--- src/rtl/fdc_pkg.sv ---
// Shared constants for the floppy controller host-side blocks: #FF bit map,
// WD register addresses and the motor state encoding.
package fdc_pkg;

  localparam int unsigned SR_DS_LO = 0;
  localparam int unsigned SR_RST   = 2;
  localparam int unsigned SR_HLT   = 3;
  localparam int unsigned SR_SIDE  = 4;
  localparam int unsigned SR_DDEN  = 6;

  localparam logic [1:0] REG_STATUS = 2'b00;
  localparam logic [1:0] REG_DATA   = 2'b11;

  typedef enum logic [1:0] {
    MOTOR_OFF      = 2'b00,
    MOTOR_ON       = 2'b01,
    MOTOR_SPINDOWN = 2'b10
  } motor_state_e;

endpackage

--- src/rtl/fdc_motor_timer.sv ---
// Single-drive motor control: spins up on a head-load request for this drive
// and keeps spinning for HOLD_CYCLES after the request goes away.
module fdc_motor_timer
  import fdc_pkg::*;
#(
  parameter int unsigned HOLD_CYCLES = 56000000,
  parameter int unsigned CNT_W       = $clog2(HOLD_CYCLES + 1)
) (
  input  logic clk,
  input  logic reset,
  input  logic hld_s,
  input  logic sel_me,
  output logic motor,
  output logic motor_nxt_c
);

  motor_state_e     state_q, state_d;
  logic [CNT_W-1:0] cnt_q, cnt_d;
  logic             req_c;

  assign req_c       = hld_s & sel_me;
  assign motor_nxt_c = (state_d != MOTOR_OFF);

  always_ff @(posedge clk) begin
    if (reset) begin
      state_q <= MOTOR_OFF;
      cnt_q   <= '0;
      motor   <= 1'b0;
    end else begin
      state_q <= state_d;
      cnt_q   <= cnt_d;
      motor   <= motor_nxt_c;
    end
  end

  // Leaving ON already counts the first spindown cycle, so the motor drops
  // exactly HOLD_CYCLES cycles after the request disappears.
  always_comb begin
    state_d = state_q;
    cnt_d   = cnt_q;
    case (state_q)
      MOTOR_OFF: begin
        if (req_c) begin
          state_d = MOTOR_ON;
          cnt_d   = CNT_W'(HOLD_CYCLES);
        end
      end
      MOTOR_ON: begin
        if (!req_c) begin
          state_d = MOTOR_SPINDOWN;
          cnt_d   = cnt_q - CNT_W'(1);
        end
      end
      MOTOR_SPINDOWN: begin
        if (req_c) begin
          state_d = MOTOR_ON;
          cnt_d   = CNT_W'(HOLD_CYCLES);
        end else if (cnt_q <= CNT_W'(1)) begin
          state_d = MOTOR_OFF;
          cnt_d   = '0;
        end else begin
          cnt_d = cnt_q - CNT_W'(1);
        end
      end
      default: begin
        state_d = MOTOR_OFF;
        cnt_d   = '0;
      end
    endcase
  end

endmodule

--- src/rtl/fdc_sysreg_ctrl.sv ---
// Host-side #FF system register, DRQ/INTRQ handshake, read-data mux and
// per-drive motor timers sitting between the Z80 bus decode and the FDC core.
module fdc_sysreg_ctrl
  import fdc_pkg::*;
#(
  parameter int unsigned NUM_DRIVES        = 4,
  parameter int unsigned SYNC_STAGES       = 2,
  parameter int unsigned MOTOR_HOLD_CYCLES = 56000000,
  parameter int unsigned CNT_W             = $clog2(MOTOR_HOLD_CYCLES + 1)
) (
  input  logic                  clk,
  input  logic                  reset,
  input  logic [7:0]            d,
  input  logic [1:0]            a_reg,
  input  logic                  iorq_n,
  input  logic                  rd_n,
  input  logic                  wr_n,
  input  logic                  cs_n,
  input  logic                  csff_n,
  input  logic [7:0]            core_dout,
  input  logic                  core_drq,
  input  logic                  core_intrq,
  input  logic                  core_hld,
  output logic [7:0]            dout,
  output logic                  oe_n,
  output logic                  vg_reset_n,
  output logic                  hrdy,
  output logic                  side1_n,
  output logic                  mfm_n,
  output logic                  drq_ack,
  output logic                  intrq_ack,
  output logic [NUM_DRIVES-1:0] ds,
  output logic [NUM_DRIVES-1:0] motor
);

  logic rd_cyc_c, wr_cyc_c, rd_cyc_q, wr_cyc_q, rd_stb_c, wr_stb_c;
  logic sr_wr_c, stat_rd_c, data_acc_c;
  logic [1:0] drv_sel, drv_sel_nxt_c;
  logic [SYNC_STAGES-1:0] drq_sync, intrq_sync, hld_sync;
  logic drq_s, intrq_s, hld_s;
  logic [NUM_DRIVES-1:0] motor_nxt_c, sel_oh_nxt_c;
  logic unused_d_bits;

  assign unused_d_bits = ^{d[7], d[5]};

  // One strobe per I/O cycle: first clk the qualifier is seen high.
  assign rd_cyc_c = ~iorq_n & ~rd_n;
  assign wr_cyc_c = ~iorq_n & ~wr_n;
  assign rd_stb_c = rd_cyc_c & ~rd_cyc_q;
  assign wr_stb_c = wr_cyc_c & ~wr_cyc_q;

  always_ff @(posedge clk) begin
    if (reset) begin
      rd_cyc_q <= 1'b0;
      wr_cyc_q <= 1'b0;
    end else begin
      rd_cyc_q <= rd_cyc_c;
      wr_cyc_q <= wr_cyc_c;
    end
  end

  assign sr_wr_c       = wr_stb_c & ~csff_n;
  assign drv_sel_nxt_c = sr_wr_c ? d[SR_DS_LO +: 2] : drv_sel;

  always_ff @(posedge clk) begin
    if (reset) begin
      drv_sel    <= '0;
      vg_reset_n <= 1'b0;
      hrdy       <= 1'b0;
      side1_n    <= 1'b1;
      mfm_n      <= 1'b0;
    end else if (sr_wr_c) begin
      drv_sel    <= d[SR_DS_LO +: 2];
      vg_reset_n <= d[SR_RST];
      hrdy       <= d[SR_HLT];
      side1_n    <= ~d[SR_SIDE];
      mfm_n      <= d[SR_DDEN];
    end
  end

  always_ff @(posedge clk) begin
    if (reset) begin
      drq_sync   <= '0;
      intrq_sync <= '0;
      hld_sync   <= '0;
    end else begin
      drq_sync   <= {drq_sync[SYNC_STAGES-2:0], core_drq};
      intrq_sync <= {intrq_sync[SYNC_STAGES-2:0], core_intrq};
      hld_sync   <= {hld_sync[SYNC_STAGES-2:0], core_hld};
    end
  end

  assign drq_s   = drq_sync[SYNC_STAGES-1];
  assign intrq_s = intrq_sync[SYNC_STAGES-1];
  assign hld_s   = hld_sync[SYNC_STAGES-1];

  assign stat_rd_c  = rd_stb_c & ~cs_n & (a_reg == REG_STATUS);
  assign data_acc_c = (rd_stb_c | wr_stb_c) & ~cs_n & (a_reg == REG_DATA);

  // A pending acknowledge is dropped as soon as the core lowers its request;
  // that clear takes priority over a coincident new access.
  always_ff @(posedge clk) begin
    if (reset || !vg_reset_n) begin
      intrq_ack <= 1'b0;
      drq_ack   <= 1'b0;
    end else begin
      if (intrq_ack && !intrq_s) intrq_ack <= 1'b0;
      else if (stat_rd_c)        intrq_ack <= 1'b1;

      if (drq_ack && !drq_s)     drq_ack <= 1'b0;
      else if (data_acc_c)       drq_ack <= 1'b1;
    end
  end

  always_comb begin
    dout = 8'hFF;
    if (!cs_n && !rd_n)        dout = core_dout;
    else if (!csff_n && !rd_n) dout = {intrq_s, drq_s, 6'b111111};
  end

  assign oe_n = ~(~rd_n & (~cs_n | ~csff_n));

  for (genvar i = 0; i < NUM_DRIVES; i++) begin : g_drive
    assign sel_oh_nxt_c[i] = (drv_sel_nxt_c == 2'(i));

    fdc_motor_timer #(
      .HOLD_CYCLES (MOTOR_HOLD_CYCLES),
      .CNT_W       (CNT_W)
    ) u_timer (
      .clk         (clk),
      .reset       (reset),
      .hld_s       (hld_s),
      .sel_me      (drv_sel == 2'(i)),
      .motor       (motor[i]),
      .motor_nxt_c (motor_nxt_c[i])
    );
  end

  // Registered alongside motor so ds always equals motor gated by the selected drive.
  always_ff @(posedge clk) begin
    if (reset) ds <= '0;
    else       ds <= motor_nxt_c & sel_oh_nxt_c;
  end

endmodule

--- config.mk ---
export PLATFORM = sky130hd
export DESIGN_NAME = fdc_sysreg_ctrl
export DESIGN_NICKNAME = d
export VERILOG_FILES = /design/src/rtl/fdc_pkg.sv /design/src/rtl/fdc_motor_timer.sv /design/src/rtl/fdc_sysreg_ctrl.sv
export SDC_FILE = /design/constraint.sdc
export NUM_CORES = 1
export LEC_CHECK = 0
export BUFFER_PORTS_ARGS = -buffer_cell sky130_fd_sc_hd__buf_2
export CORE_ASPECT_RATIO = 1.4
export CORE_MARGIN = 2
export CORE_UTILIZATION = 50
export DETAILED_ROUTE_END_ITERATION = 12
export PLACE_DENSITY = 0.74
export SYNTH_ARGS = -nofsm -noshare
export SYNTH_HDL_FRONTEND = slang
export SYNTH_SLANG_ARGS = --single-unit
--- constraint.sdc ---
create_clock -name clk -period 3.04 [get_ports clk]
set_clock_uncertainty 0.05 [all_clocks]
set_input_delay 0.608 -clock clk [delete_from_list [all_inputs] [get_ports clk]]
set_output_delay 0.608 -clock clk [all_outputs]
set_load 0.005 [all_outputs]
Word-level counts from Yosys, hierarchy flattened. Cells that the tools add are included.

Register bits: 136. Bits of input ports: 28. Output and inout port bits: 23. Word-level logic and storage cells: 153.

$add $sub $neg: 4. $lt $le $gt $ge: 4. Equality and inequality tests: 23. Muxes and demuxes: 43. Bitwise gates (word level): 26. Reduce and logical (&&, ||, !) cells: 28.

Operator list (count): 26-bit 2-to-1 mux (16); 26-bit one-hot mux with 3 select lines (4); 26-bit by 1-bit <= comparator with 1-bit output (second input constant) (4); 26-bit by 1-bit subtractor with 26-bit output (second input constant) (4); 2-bit 2-to-1 mux (17); 2-bit one-hot mux with 3 select lines (4); 2-bit == test (second input constant) (9); 8-bit 2-to-1 mux (2); 1-bit bitwise AND (14); 2-bit zero test (7); 2-bit by 1-bit == test with 1-bit output (second input constant) (6); 1-bit inverter (9); 2-bit by 1-bit != test with 1-bit output (second input constant) (4); 2-bit != test (second input constant) (4); 2-bit AND reduction (4); 2-bit nonzero test (4); 1-bit zero test (6); 4-bit bitwise AND (1); 1-bit logical AND (4); 2-bit OR reduction (2); 1-bit OR (2); 1-bit logical OR (1).

Depth between registers and ports, before layout.
Depth after elaboration: 7. Mapped depth: 9. Mapped depth without buffers: 8.

Hierarchy. A second synthesis with hierarchy kept.

Cells, all modules: 1019. Area, all modules: 8493.1 um^2.

By module, submodules not included: fdc_motor_timer (g_drive[0].u_timer ...) (times used 3, cells each 236, area an instance 1944.4 um^2, seq. area each 580.6 um^2); fdc_motor_timer (g_drive[3].u_timer) (times used 1, cells each 218, area an instance 1831.8 um^2, seq. area each 580.6 um^2); fdc_sysreg_ctrl (times used 1, cells each 93, area an instance 828.3 um^2, seq. area each 400.4 um^2).

Least setup slack after synthesis. Ideal clock, no wire load.

Path type: reg-to-reg. Start: register g_drive[1].u_timer.cnt_q[12]. End: register g_drive[1].u_timer.cnt_q[24]. Setup time: 86 ps. Arrival: 2245 ps. Data required time: 2904 ps. Setup slack: 659 ps. Stages on the path, launching flop included: 7. Path buffers: 0. Period minus slack after synthesis: 2381 ps. Cells stage by stage: dfxtp_1 > or4_1 > or4_4 > or4_4 > o31ai_2 > a21oi_1 > a211oi_1.

Word-level cells in the longest chain between the ends: 4. Elaborated cells between the ends (all ways): 6. Those cells by class: add/sub: 1; order compare: 1; mux: 4.

RTL lines: from (decl) (line fdc_motor_timer.sv:18) `logic [CNT_W-1:0] cnt_q, cnt_d;`; from (signal assigned) (line fdc_motor_timer.sv:31) `cnt_q <= cnt_d;`; 26-bit by 1-bit subtractor with 26-bit output / 26-bit by 1-bit <= comparator with 1-bit output (equally long branches) (line fdc_motor_timer.sv:51, fdc_motor_timer.sv:62, fdc_motor_timer.sv:58); 26-bit 2-to-1 mux (line fdc_motor_timer.sv:58) `end else if (cnt_q <= CNT_W'(1)) begin`; 26-bit 2-to-1 mux (line fdc_motor_timer.sv:55) `if (req_c) begin`; 26-bit one-hot mux with 3 select lines * (line fdc_motor_timer.sv:41) `case (state_q)`.

Every way passes the cells marked *; elsewhere a longest branch is shown, timed or not. The select of a mux whose other input is x is not followed. A chain may end at the register's enable or synchronous reset.

Worst setup path after layout.
Start: register hld_sync[1]. End: register g_drive[0].u_timer.cnt_q[17].

Word-level cells in the longest chain between the ends: 3. Elaborated cells between the ends (all ways): 6. Those cells by class: eq/ne: 2; mux: 2; bitwise: 1; reduce/logical: 1.

RTL lines: from (decl) (line fdc_sysreg_ctrl.sv:39) `logic [SYNC_STAGES-1:0] drq_sync, intrq_sync, hld_sync;`; from (signal assigned) (line fdc_sysreg_ctrl.sv:89) `hld_sync <= {hld_sync[SYNC_STAGES-2:0], core_hld};`; 1-bit bitwise AND * (line fdc_motor_timer.sv:21) `assign req_c = hld_s & sel_me;`; 26-bit 2-to-1 mux (tied with other cells) (line fdc_motor_timer.sv:55); 26-bit one-hot mux with 3 select lines / 2-bit AND reduction (equally long branches); to (signal assigned) (line fdc_motor_timer.sv:31); to (decl) (line fdc_motor_timer.sv:18).

Every way passes the cells marked *; elsewhere a longest branch is shown, timed or not.

==> impl_results.md <==
* Synth Area in XOR/XNOR at 0.0414
* Drt drc at 0
* PD cells at 557 nW/um^2
* F_max at between 300 and 400 MHz
* Worst setup path start: hld_sync[1]$_SDFF_PP0_
* I/O Buffers at between 40 and 50
* Via count at ~7500
* CTS Buffer Depth at 2
* Antenna diodes at 0
* Vias in the first global route at roughly 7000
* Core area at about 15000 sq um
* Largest net degree at the start of global routing at 22
* Synth warn at 0
* Leading cell type in the layout, fill and taps excluded: dfxtp_1
* Syn_nets at 987
* Starting Density at 0.511
* Final Core Density at 0.591
* Antenna viol nets, final at 0
* Die Area at 15800 sq um
* Clock transition at the registers of the reported paths at around 60 ps
* Gr usage total at 0.253
* Final setup TNS at 0 ps
* Maxcap violations at 0
* Total grt overflow at 0
* Placed cells at approximately 1200
* Worst-path fanout max at 8
* Met1 usage in global routing at 0.295
* GRT met3 Usage at 0.0543
* R2R depth at 7
* VDD IR max at ~400 uV
* Resized cells post-CTS at 0
* WL final at slightly below 20 mm
* Final Setup Violations at 0
* CP startpoint kind: register
* Status: complete, no violations
* Met2 usage at 0.433
* Layout cell share with drive strength beyond 1 at 0.136
* Worst hold path startpoint: core_hld
* FF+latch count, synth at approximately 140
* CP Class: register to register
* Post-layout min period at between 2000 and 3000 ps
* Die Wd at 107 microns
* Grt peak-use layer: met2
* Commonest non-fill, non-tap cells in the layout: dfxtp_1, nor2_1, a21oi_1, nand2_1, nor3_1
* CP Capture Type: register
* Synth Flop Type: dfxtp_1
* CTS sink cnt at roughly 140
* EDFF count, synth at 0
* 1st-iter DRT viols at 565
* Postcts setup bufs at 0
* Layout filler cell count at about 1300
* Die Ht at roughly 150 microns
* Final Hold Viols at 0
* TritonCTS buffer count at 17
* Post-Layout Cell Count at 1200
* Worst slew pin tran at about 1100 ps
* Synth cell types at roughly 70
* Area Growth Syn to Fin at 15.7%
* Worst Path Arrival at between 2000 and 3000 ps
* Fin crit share at 0.880
* Mapped Cells at between 900 and 1000
* RSZ-0062 raised after global routing: false
* CP Data Required Time at roughly 3300 ps
* Largest family of logic cells by synthesized area: simple AND/OR/NAND/NOR gates
* Adder-Cell Fraction of Synth Area at 0.0135
* TritonCTS clock tree: built
* Initial antenna violation count at 0
* Clk_lat worst skew at approximately 430 ps
* Global-route wire length before repair at between 30 and 40 mm
* Fraction of registers with async set/reset at 0
* Io pins at 51
* Hold Path Class: input port to register
* Hold buffers post-CTS at 0
* Rows at 52
* Number of H-tree levels at 4
* Mapped Avg Cell Area at about 8 sq um
* Post-synthesis mux area share at 0.0108
* Seq/Total Area, Yosys at 0.367
* Slew Limit Fails at 0
* Vias per inst at 6.27
* Routed len/inst at 16.5 microns
* Routability Congestion at between 0.9 and 1
* Post-Syn Area at approximately 7400 sq um
* Post-DP HPWL at approximately 14 mm
* Leakage at 3.41 nW
* Synth Area in Simple Gates at 0.306
* Final nets at between 1000 and 1500
* DR pass1 iterations at 7
* Hold path depth at 2
* Clk root buf: clkbuf_16
* Compound-gate portion of the synthesized area at 0.220
* Reg2reg start: hld_sync[1]$_SDFF_PP0_
* Rel. slew slack at 0.233
-- worst max-delay path, stage by stage, from the launching register on --
cell	delay (ps)
dfxtp_1	410
or3b_2	480
and2_1	210
nor3_1	880
buf_4	270
a21oi_1	40
o21ai_0	150
a21oi_1	60
-- layer usage --
layer | part of all wire | vias up
met4 | 0.032 | 0
met5 | 0 | -
met2 | 0.49 | 310
met3 | 0.063 | 66
met1 | 0.41 | 3505
li1 | - | 3639
-- logic make-up (layout without fill, tap and decap cells) --
family                   after synthesis  after routing
AND/OR/NAND/NOR                      441            441
AO/OA/AOI/OAI                        246            246
flip-flops                           136            136
buffers and inverters                 77            137
XOR/XNOR                              35             35
adder cells (fa/ha/maj)                8              8
multiplexers                           8              8
-- worst paths after layout --
path                                                    end  slack (ps)
hold reg to reg                      drq_sync[1]$_SDFF_PP0_         400
setup / recovery  g_drive[0].u_timer.cnt_q[17]$_SDFFE_PP0P_         360
hold / removal                       hld_sync[0]$_SDFF_PP0_         340
setup reg to reg  g_drive[0].u_timer.cnt_q[17]$_SDFFE_PP0P_         360
-- power breakdown --
| group | leakage, nW | internal [mW] | total [mW] | switching, mW |
|---|---|---|---|---|
| Combinational | 2.00 | 0.241 | 0.636 | 0.395 |
| Clock | 0.307 | 1.46 | 2.25 | 0.796 |
| Sequential | 1.10 | 1.83 | 1.89 | 0.0536 |
| Total | 3.41 | 3.53 | 4.78 | 1.24 |
-- area by class of cell --
type	instances	area [sq um]	share of cell area
Clock buffer	21	480	0.0560
Clock inverter	11	169	0.0197
Inverter	22	82.6	0.00963
Multi-Input combinational cell	738	4380	0.511
Sequential cell	136	2720	0.318
Tap cell	189	236	0.0276
Timing Repair Buffer	83	503	0.0587
-- synthesized netlist by cell type, drive strengths merged (11+ instances only) --
master	count	area, sq um
o21ai	49	245
nor4	37	238
a21oi	72	360
xnor2	15	131
o211ai	12	90.1
nor2b	13	81.3
nand3	42	210
xor2	20	175
o22ai	12	75.1
nand4	20	125
nor2	127	479
dfxtp	136	2720
or4	19	154
nand2b	11	68.8
or3	22	138
nand2	59	221
inv	21	78.8
clkbuf	45	169
nor3	49	245
-- state kept, by name, summed over array words and instances, names as in the netlist, 2 cells and up --
signal	count
intrq_sync	2
ds	4
drv_sel	2
g_drive.u_timer.cnt_q	104
hld_sync	2
drq_sync	2
g_drive.u_timer.motor	4
g_drive.u_timer.state_q	8
-- stage by stage --
step / setup WS [ps] / hold slack, ps / total power [mW] / area (sq um)
global placement: 420 / 370 / 2.54 / 7920
CTS: 393 / 329 / 4.79 / 8570
global route: 188 / 337 / 4.96 / 8570
detailed placement: 399 / 380 / 2.54 / 7920
finish: 364 / 336 / 4.78 / 8570
floorplan: 659 / 364 / 2.36 / 7410
(Power assumes the default switching activity.)
